File: src/rtl/fwd_hazard_unit_pkg.sv
// Shared pipeline definitions for the forwarding/hazard unit.
// Holds the select-code constants, the register-address width, the
// shadow-entry payload and the forwarding-select priority helper.
package fwd_hazard_unit_pkg;

   localparam int unsigned REG_AW = 5;
   localparam int unsigned SEL_W  = 2;

   typedef logic [SEL_W-1:0] sel_t;

   localparam sel_t SEL_REG   = 2'd0;
   localparam sel_t SEL_PRIOR = 2'd1;
   localparam sel_t SEL_WB    = 2'd2;

   // Destination info of one in-flight instruction.
   typedef struct packed {
      logic              valid;
      logic [REG_AW-1:0] rw;
      logic              regwr;
      logic              memtoreg;
   } shadow_t;

   // EX is the youngest producer, so it wins over MEM. A load in EX has no
   // result yet; that case is covered by the stall instead.
   function automatic sel_t fwd_sel(input logic ex_hit, input logic ex_load,
                                    input logic mem_hit);
      if (ex_hit && !ex_load) return SEL_PRIOR;
      if (mem_hit)            return SEL_WB;
      return SEL_REG;
   endfunction

endpackage

File: src/rtl/fwd_hazard_unit_if.sv
// Decode-side bundle of the forwarding/hazard unit.
// master: decode stage (drives id_*/flush, receives selects and controls).
// slave : fwd_hazard_unit.
interface fwd_hazard_unit_if #(parameter int unsigned CNT_W = 16);
   import fwd_hazard_unit_pkg::*;

   logic              id_valid;
   logic [REG_AW-1:0] id_rs;
   logic [REG_AW-1:0] id_rt;
   logic              id_uses_rs;
   logic              id_uses_rt;
   logic              id_alusrc;
   logic [REG_AW-1:0] id_rw;
   logic              id_regwr;
   logic              id_memtoreg;
   logic              flush;
   sel_t              aluselectA;
   sel_t              aluselectB;
   logic              stall;
   logic              bubble;
   logic [CNT_W-1:0]  stall_count;

   modport master (
      output id_valid, id_rs, id_rt, id_uses_rs, id_uses_rt, id_alusrc,
             id_rw, id_regwr, id_memtoreg, flush,
      input  aluselectA, aluselectB, stall, bubble, stall_count
   );

   modport slave (
      input  id_valid, id_rs, id_rt, id_uses_rs, id_uses_rt, id_alusrc,
             id_rw, id_regwr, id_memtoreg, flush,
      output aluselectA, aluselectB, stall, bubble, stall_count
   );

endinterface

File: src/rtl/fwd_hazard_unit_fwd_match.sv
// fwd_match: combinational hit detector.
// entry_i : shadow entry of one pipeline stage
// reg_i   : decode source register
// use_i   : the decode instruction actually reads reg_i
// hit_o   : entry will write reg_i ($0 never matches)
module fwd_match
   import fwd_hazard_unit_pkg::*;
(
   input  shadow_t           entry_i,
   input  logic [REG_AW-1:0] reg_i,
   input  logic              use_i,
   output logic              hit_o
);

   assign hit_o = use_i & entry_i.valid & entry_i.regwr &
                  (entry_i.rw == reg_i) & (reg_i != '0);

endmodule

File: src/rtl/fwd_hazard_unit.sv
// fwd_hazard_unit: forwarding-select and load-use hazard generator.
// clk, reset : pipeline clock, async active-high reset
// bus        : decode fields and flush in; registered aluselectA/B,
//              combinational stall/bubble and saturating stall_count out.
module fwd_hazard_unit
   import fwd_hazard_unit_pkg::*;
#(
   parameter int unsigned CNT_W = 16
)(
   input  logic              clk,
   input  logic              reset,
   fwd_hazard_unit_if.slave  bus
);

   // Only EX and MEM entries are kept: nothing downstream of MEM feeds a
   // select or the hazard check, the WB value is already on the bypass path.
   shadow_t          ex_q, ex_d, mem_q;
   sel_t             sel_a_q, sel_a_d, sel_b_q, sel_b_d;
   logic [CNT_W-1:0] cnt_q, cnt_d;

   logic use_rt_alu;
   logic ex_rs_hit, ex_rt_hit, mem_rs_hit, mem_rt_hit;
   logic stall_c, bubble_c;

   // rt only matters when it is an ALU operand, not when B is the immediate.
   assign use_rt_alu = bus.id_uses_rt & ~bus.id_alusrc;

   fwd_match u_ex_rs  (.entry_i(ex_q),  .reg_i(bus.id_rs), .use_i(bus.id_uses_rs), .hit_o(ex_rs_hit));
   fwd_match u_ex_rt  (.entry_i(ex_q),  .reg_i(bus.id_rt), .use_i(use_rt_alu),     .hit_o(ex_rt_hit));
   fwd_match u_mem_rs (.entry_i(mem_q), .reg_i(bus.id_rs), .use_i(bus.id_uses_rs), .hit_o(mem_rs_hit));
   fwd_match u_mem_rt (.entry_i(mem_q), .reg_i(bus.id_rt), .use_i(use_rt_alu),     .hit_o(mem_rt_hit));

   // Hazard detect, next shadow entry, next selects and counter.
   always_comb begin
      stall_c  = bus.id_valid & ~bus.flush & ex_q.memtoreg & (ex_rs_hit | ex_rt_hit);
      bubble_c = stall_c | bus.flush;

      ex_d = '0;
      if (!bubble_c) begin
         ex_d.valid    = bus.id_valid;
         ex_d.rw       = bus.id_rw;
         ex_d.regwr    = bus.id_regwr;
         ex_d.memtoreg = bus.id_memtoreg;
      end

      sel_a_d = SEL_REG;
      sel_b_d = SEL_REG;
      if (!bubble_c) begin
         sel_a_d = fwd_sel(ex_rs_hit, ex_q.memtoreg, mem_rs_hit);
         sel_b_d = fwd_sel(ex_rt_hit, ex_q.memtoreg, mem_rt_hit);
      end

      cnt_d = cnt_q;
      if (stall_c && (cnt_q != '1)) cnt_d = cnt_q + CNT_W'(1);
   end

   // Shadow shift, select and counter registers.
   always_ff @(posedge clk or posedge reset) begin
      if (reset) begin
         ex_q    <= '0;
         mem_q   <= '0;
         sel_a_q <= SEL_REG;
         sel_b_q <= SEL_REG;
         cnt_q   <= '0;
      end else begin
         ex_q    <= ex_d;
         mem_q   <= ex_q;
         sel_a_q <= sel_a_d;
         sel_b_q <= sel_b_d;
         cnt_q   <= cnt_d;
      end
   end

   assign bus.aluselectA  = sel_a_q;
   assign bus.aluselectB  = sel_b_q;
   assign bus.stall       = stall_c;
   assign bus.bubble      = bubble_c;
   assign bus.stall_count = cnt_q;

endmodule
File: src/flat_wrapper.sv
// flat-port wrapper written by rule: the top's interface ports become plain ports
module fwd_hazard_unit_flat import fwd_hazard_unit_pkg::*;
#(
   parameter int unsigned CNT_W = 16
)
  (clk, reset, bus_id_valid, bus_id_rs, bus_id_rt, bus_id_uses_rs, bus_id_uses_rt, bus_id_alusrc, bus_id_rw, bus_id_regwr, bus_id_memtoreg, bus_flush, bus_aluselectA, bus_aluselectB, bus_stall, bus_bubble, bus_stall_count);
  fwd_hazard_unit_if #(.CNT_W(CNT_W)) bus_i ();
  input  logic clk;
  input  logic reset;
  input wire logic [$bits(bus_i.id_valid)-1:0] bus_id_valid;
  input wire logic [$bits(bus_i.id_rs)-1:0] bus_id_rs;
  input wire logic [$bits(bus_i.id_rt)-1:0] bus_id_rt;
  input wire logic [$bits(bus_i.id_uses_rs)-1:0] bus_id_uses_rs;
  input wire logic [$bits(bus_i.id_uses_rt)-1:0] bus_id_uses_rt;
  input wire logic [$bits(bus_i.id_alusrc)-1:0] bus_id_alusrc;
  input wire logic [$bits(bus_i.id_rw)-1:0] bus_id_rw;
  input wire logic [$bits(bus_i.id_regwr)-1:0] bus_id_regwr;
  input wire logic [$bits(bus_i.id_memtoreg)-1:0] bus_id_memtoreg;
  input wire logic [$bits(bus_i.flush)-1:0] bus_flush;
  output wire logic [$bits(bus_i.aluselectA)-1:0] bus_aluselectA;
  output wire logic [$bits(bus_i.aluselectB)-1:0] bus_aluselectB;
  output wire logic [$bits(bus_i.stall)-1:0] bus_stall;
  output wire logic [$bits(bus_i.bubble)-1:0] bus_bubble;
  output wire logic [$bits(bus_i.stall_count)-1:0] bus_stall_count;
  assign bus_i.id_valid = bus_id_valid;
  assign bus_i.id_rs = bus_id_rs;
  assign bus_i.id_rt = bus_id_rt;
  assign bus_i.id_uses_rs = bus_id_uses_rs;
  assign bus_i.id_uses_rt = bus_id_uses_rt;
  assign bus_i.id_alusrc = bus_id_alusrc;
  assign bus_i.id_rw = bus_id_rw;
  assign bus_i.id_regwr = bus_id_regwr;
  assign bus_i.id_memtoreg = bus_id_memtoreg;
  assign bus_i.flush = bus_flush;
  assign bus_aluselectA = bus_i.aluselectA;
  assign bus_aluselectB = bus_i.aluselectB;
  assign bus_stall = bus_i.stall;
  assign bus_bubble = bus_i.bubble;
  assign bus_stall_count = bus_i.stall_count;
  fwd_hazard_unit #(.CNT_W(CNT_W)) u_core (.clk(clk), .reset(reset), .bus(bus_i));
endmodule
File: config.mk
export PLATFORM = sky130hd
export DESIGN_NAME = fwd_hazard_unit_flat
export DESIGN_NICKNAME = d
export VERILOG_FILES = /design/src/rtl/fwd_hazard_unit_pkg.sv /design/src/rtl/fwd_hazard_unit_if.sv /design/src/rtl/fwd_hazard_unit_fwd_match.sv /design/src/rtl/fwd_hazard_unit.sv /design/src/flat_wrapper.sv
export SDC_FILE = /design/constraint.sdc
export NUM_CORES = 1
export LEC_CHECK = 0
export CORE_UTILIZATION = 47
export DETAILED_ROUTE_END_ITERATION = 10
export PLACE_DENSITY = 0.81
export SYNTH_ARGS = -nofsm -noshare
export SYNTH_HDL_FRONTEND = slang
export SYNTH_SLANG_ARGS = --single-unit
File: constraint.sdc
create_clock -name clk -period 2.3 [get_ports clk]
set_input_delay 0.23 -clock clk [delete_from_list [all_inputs] [get_ports clk]]
set_output_delay 0.23 -clock clk [all_outputs]
set_load 0.01 [all_outputs]
==> metrics, run 1 <==
status complete, no violations; Die Ht between 60 and 70 µm; critical path capture point type output port; Worst Path Max Fanout 3; clock sink count 35; Sw Share around 22%; net count after synthesis 172; final WL approximately 4000 µm; DP Cell Count roughly 250; Pins Over Slew Limit 0; port buffer count 45; number of flops mapped to enable cells by yosys 0; pin count of the biggest net entering global routing 36; Mapped Cells between 100 and 150; slew margin rel. 70.2%; first-pass GRT wire length roughly 6300 µm; Worst-path clk slew 110 ps; Rows 21; CTS buffer count 5; CP startpoint kind flip-flop; Clock Root Buffer clkbuf_4; gr usage total a little under a quarter; Crit-path slowest cell or4_4; crit path DAT 2050 ps; worst clock skew roughly 8.4 ps; antenna cells 0; Cell Int Power about 960 µW; via count approximately 1400; die area between 3000 and 4000 µm²; Comb pwr share approximately 11%; CP Cell Sequence xnor2_2 > nand4_1 > or4_4 > buf_4 > a21oi_4 > buf_6; Finished Layout Cells between 200 and 300; Clock Latency Late Sink between 300 and 400 ps; distinct cell type count after synthesis 28; Finished Core Util about three quarters; Avg Cell Area, Syn roughly 11 µm²; Final ANT Viol Nets 0; critical path type flip-flop to output port; area growth from synthesis to layout 49.8%; Flop pwr share roughly half; Max Cap Viol 0; # DRC 0; Leak 0.00106 µW; Yosys warning total 0; DRT iter0 DRCs 56; critical path required time 2070 ps; fmax between 400 and 500 MHz; cell family with most CP delay simple AND/OR/NAND/NOR gates; vias in the first global route 1384; I/O pin cnt 46; total gr overflow 0; CTS H-tree depth 2; Min Hold Slack between 200 and 300 ps; final net count 248; switching power 277 µW; Via density around 5.1; Post-synth ARST share between 90% and 100%; CORE AREA between 3000 and 4000 µm²; detailed-route wire length per cell around 15 µm; Final Hold Violating Endpoints 0; Die Width roughly 62 µm; Clock power frac between 30% and 40%; layout cells sized above 1 between 20% and 30%; Pre-antenna DRT Iters 4; CTS tree yes; hpwl dp approximately 2800 µm; Final Critical Period ~2300 ps; initial antenna violation count 0; initial core utilization 49.7%; synthesized flop and latch total 35; PD cells ~500 nW/µm²; Max clock buf depth 2; Final Cycle Share between 90 and 100%; Hold Path Class input pin to async pin; routability cong. between 1 and 1.5; Mapped Area roughly 1700 µm²; peak per-stage delay on the critical path 530 ps; fill count 261; RSZ-0062 raised after global routing yes; WP buf/inv 2; Worst IR Drop VDD 0.000383 V; sequential share of the synthesized area 52.4%; Least-Margin Pin Slew approximately 440 ps; Synth Flop Type dfrtp_1; Setup Viol. Count Final 0
[layout by cell type (no fill, tap or decap), types with 3 or more instances in the layout]
cell | synthesis | layout
and3_1 | 4 | 4
clkdlybuf4s50_1 | 0 | 39
or4_4 | 0 | 3
nand3_1 | 14 | 12
and2_1 | 9 | 9
nand2_1 | 9 | 9
dfrtp_1 | 35 | 34
xor2_1 | 7 | 7
clkbuf_4 | 0 | 5
buf_4 | 0 | 24
nand4_1 | 6 | 6
dlygate4sd2_1 | 0 | 4
nor3_1 | 6 | 6
nor4_1 | 4 | 4
xnor2_1 | 26 | 24
buf_6 | 2 | 3
[synth_stat cells (all sizes together) (3+ instances only)]
cell	n	share of area, %
nor3	6	1.8
nand4	6	2.2
xnor2	26	14
mux2	3	2.0
nor4	4	1.5
inv	3	0.67
o21ai	4	1.4
nand2	10	2.7
nand3	14	4.2
and2	9	3.4
dfrtp	35	52
and3	4	1.5
or4	4	1.8
xor2	7	3.7
[metal layers]
layer	global-route usage (%)	vias up	share of wire, %
met5	0	-	0
met1	27.8	650	41
li1	-	662	-
met4	10.8	0	3.0
met3	7.14	13	6.2
met2	39.0	50	49
[worst min-delay path, stage by stage]
cell	delay [ps]
clkdlybuf4s50_1	390
inv_1	50
buf_4	370
[registers in the layout, summed over array words and instances (netlist names)]
register,flops
u_core.bus.stall_count,16
u_core.ex_q,8
u_core.mem_q,7
u_core.bus.aluselectA,2
u_core.bus.aluselectB,2
[repair_timing]
action | 4_1_cts | 5_1_grt
resized for setup | 17 | 10
gates cloned | 0 | 1
pin swaps | 7 | 16
hold buffers | 0 | 0
setup endpoints to repair | 6 | 11
setup buffers | 4 | 4
[area by class of cell]
type | count | area [µm²] | share of cell area, %
clock buffers | 6 | 51.3 | 2.05
clock inverters | 2 | 35.0 | 1.40
multi-input cells | 108 | 831 | 33.2
inverters | 3 | 11.3 | 0.450
well taps | 46 | 57.6 | 2.30
repair buffers | 70 | 639 | 25.5
flip-flops and latches | 35 | 877 | 35.0
[cells by family after synthesis]
| family | count (synthesis) | synth area share, % |
|---|---|---|
| compound gates | 8 | 4.64 |
| xor+xnor | 33 | 17.3 |
| fa+ha+maj | 1 | 0.749 |
| buf+inv | 5 | 2.02 |
| flops | 35 | 52.4 |
| mux | 3 | 2.02 |
| simple gates | 62 | 20.8 |
[power groups by stage]
stage          registers, µW  clock network [µW]  logic, µW
6_report                 641                 464        136
5_1_grt                  643                 496        147
4_1_cts                  641                 473        132
3_5_place_dp             653                   0        128
3_3_place_gp             652                   0        125
2_1_floorplan            651                   0       52.7
[through the flow]
step / power (µW) / instance area (µm²) / setup slack, ps / TNS, ps
after floorplan: 703 / 1670 / 319 / 0
after global placement: 777 / 2280 / -359 / -3170
after detailed placement: 781 / 2280 / -466 / -5560
after CTS: 1250 / 2420 / 0.777 / 0
after global routing: 1290 / 2500 / -103 / -364
final: 1240 / 2500 / 19.0 / 0
[path summary, 6_finish.rpt]
check	cells after the start	slack, ps	endpoint	startpoint
setup / recovery	6	20	bus_stall	u_core.ex_q[2]
hold reg to reg	0	390	u_core.mem_q[7]	u_core.ex_q[7]
min in group clk	0	390	u_core.mem_q[7]	u_core.ex_q[7]
hold / removal	3	270	u_core.ex_q[3]	reset
setup reg to reg	7	40	u_core.bus.stall_count[1]	u_core.ex_q[2]
max in group asynchronous	3	1710	u_core.ex_q[2]	reset
No activity file was read; power rests on OpenSTA's default activity.
==> run 2, diff against run 1 <==
--- a/config.mk
+++ b/config.mk
@@ -7,7 +7,9 @@
 export LEC_CHECK = 0
 export CORE_UTILIZATION = 47
 export DETAILED_ROUTE_END_ITERATION = 10
+export MAX_ROUTING_LAYER = met4
 export PLACE_DENSITY = 0.81
 export SYNTH_ARGS = -nofsm -noshare
 export SYNTH_HDL_FRONTEND = slang
+export SYNTH_HIERARCHICAL = 1
 export SYNTH_SLANG_ARGS = --single-unit
==> run 2 against run 1 <==
Effect of this change:
- clock-buffer cell count is 1 lower
- register-to-register slack better by 20 ps
- critical path depth is 2 higher
- largest cell class unchanged
==> metrics, run 2 <==
status complete, no violations; pin count of the biggest net entering global routing 36; gr usage total around 23%; Setup Viol. Count Final 0; Max Cap Viol 0; layout cells sized above 1 roughly a fifth; # DRC 0; critical path capture point type flip-flop; Max clock buf depth 2; setup TNS 0 ps; hpwl dp 2930 µm; Mapped Area between 1500 and 2000 µm²; via count ~1400; Design Power ~1200 µW; clock sink count 35; Pre-antenna DRT Iters 4; slew margin rel. approximately 70%; Final Hold Violating Endpoints 0; Final Critical Period around 2200 ps; Via density 5.18; Crit-path slowest cell dfrtp_1; Final Cycle Share 97.2%; total gr overflow 0; Yosys warning total 6; Hold Path Class input pin to async pin; critical path required time between 2000 and 3000 ps; routing usage on met3 approximately 6.5%; vias in the first global route around 1300; Worst-path clk slew 110 ps; CP startpoint kind flip-flop; port buffer count 45; DRT iter0 DRCs 56; Clock Root Buffer clkbuf_4; critical path type flip-flop to flip-flop; commonest non-fill, non-tap cell in the layout clkdlybuf4s50_1; met1 usage about 30%; Worst IR Drop VDD approximately 0.00051 V; Final ANT Viol Nets 0; fmax ~450 MHz; CTS Hold Bufs 0; Die Ht 61.6 µm; CORE AREA approximately 3400 µm²; GR peak layer met2; Leak ~0.0011 µW; final WL about 3800 µm; Min Hold Slack about 300 ps; CP Cell Sequence xnor2_1 > nand4_1 > a211oi_2 > o211ai_2 > or2_4 > buf_4 > nor2_1 > mux2_2; CTS buffer count 5; area growth from synthesis to layout 47.3%; I/O pin cnt 46; net count after synthesis around 180; routability cong. roughly 0.9; worst clock skew between 7 and 8 ps; initial core utilization roughly half; Worst Path Max Fanout 7; Pins Over Slew Limit 0; final net count around 250; crit path DAT between 2000 and 2500 ps; Clock Latency Late Sink roughly 330 ps; initial antenna violation count 0; CTS H-tree depth 2; CTS tree yes; commonest non-fill, non-tap cells in the layout clkdlybuf4s50_1 (43), dfrtp_1 (35), buf_4 (20); Avg Cell Area, Syn between 10 and 15 µm²; Rows 21; Finished Core Util approximately 73%; antenna cells 0; M2 GR Usage 34.4%; Least-Margin Pin Slew between 400 and 500 ps; detailed-route wire length per cell between 10 and 15 µm; first-pass GRT wire length 5980 µm; Mapped Cells 151; die area ~3800 µm²; peak per-stage delay on the critical path around 440 ps; RSZ-0062 raised after global routing yes; max reg flops 16; PD cells 493 nW/µm²; Die Width slightly above 60 µm
-- run 2: metrics by stage --
step	area (µm²)	setup slack, ps	instances
floorplan	1670	298	151
global placement	2300	-305	259
detailed placement	2300	-302	259
CTS	2420	17.1	268
global route	2460	-39.7	269
finish	2460	64.5	269
-- run 2: what timing repair did --
item,4_1_cts,5_1_grt
endpoints found under the hold margin,0,0
pin swaps,2,8
gates resized for setup,6,13
buffers inserted,1,1
setup endpoints to repair,2,7
gates cloned,0,0
-- run 2: worst max-delay path, delay by kind of cell, from the launching register on --
family	cells	cell delay [ps]
buffers and inverters	1	170
flip-flops	1	440
multiplexers	1	340
XOR/XNOR	1	190
AO/OA/AOI/OAI	2	410
AND/OR/NAND/NOR	3	590
-- run 2: layer usage --
metal | vias up | routed length [µm]
met1 | 663 | 1700
met2 | 43 | 1810
met5 | - | 0
met3 | 11 | 163
met4 | 0 | 86
li1 | 677 | -
-- run 2: power by group --
| group | total, µW | switching [µW] | internal, µW |
|---|---|---|---|
| logic | 134 | 54.4 | 79.6 |
| clock network | 435 | 206 | 229 |
| registers | 644 | 15.7 | 629 |
| total | 1210 | 276 | 937 |
-- run 2: worst paths after layout --
path,slack [ps],cells after the start,to,startpoint
worst max-delay path,60,8,u_core/bus.stall_count[1],u_core/ex_q[2]
worst min-delay path,300,3,u_core/ex_q[7],reset
worst max register to register,60,8,u_core/bus.stall_count[1],u_core/ex_q[2]
worst min register to register,450,0,u_core/mem_q[1],u_core/ex_q[1]
max in group asynchronous,1700,3,u_core/bus.stall_count[6],reset
min in group clk,440,2,u_core/ex_q[2],bus_id_rw[0]
-- run 2: area by class of cell --
type	count	area, µm²
clock buffers	5	37.5
clock inverters	3	43.8
fillers	253	903
inverters	5	18.8
multi-input cells	109	818
flip-flops and latches	35	876
well taps	46	57.6
repair buffers	66	608
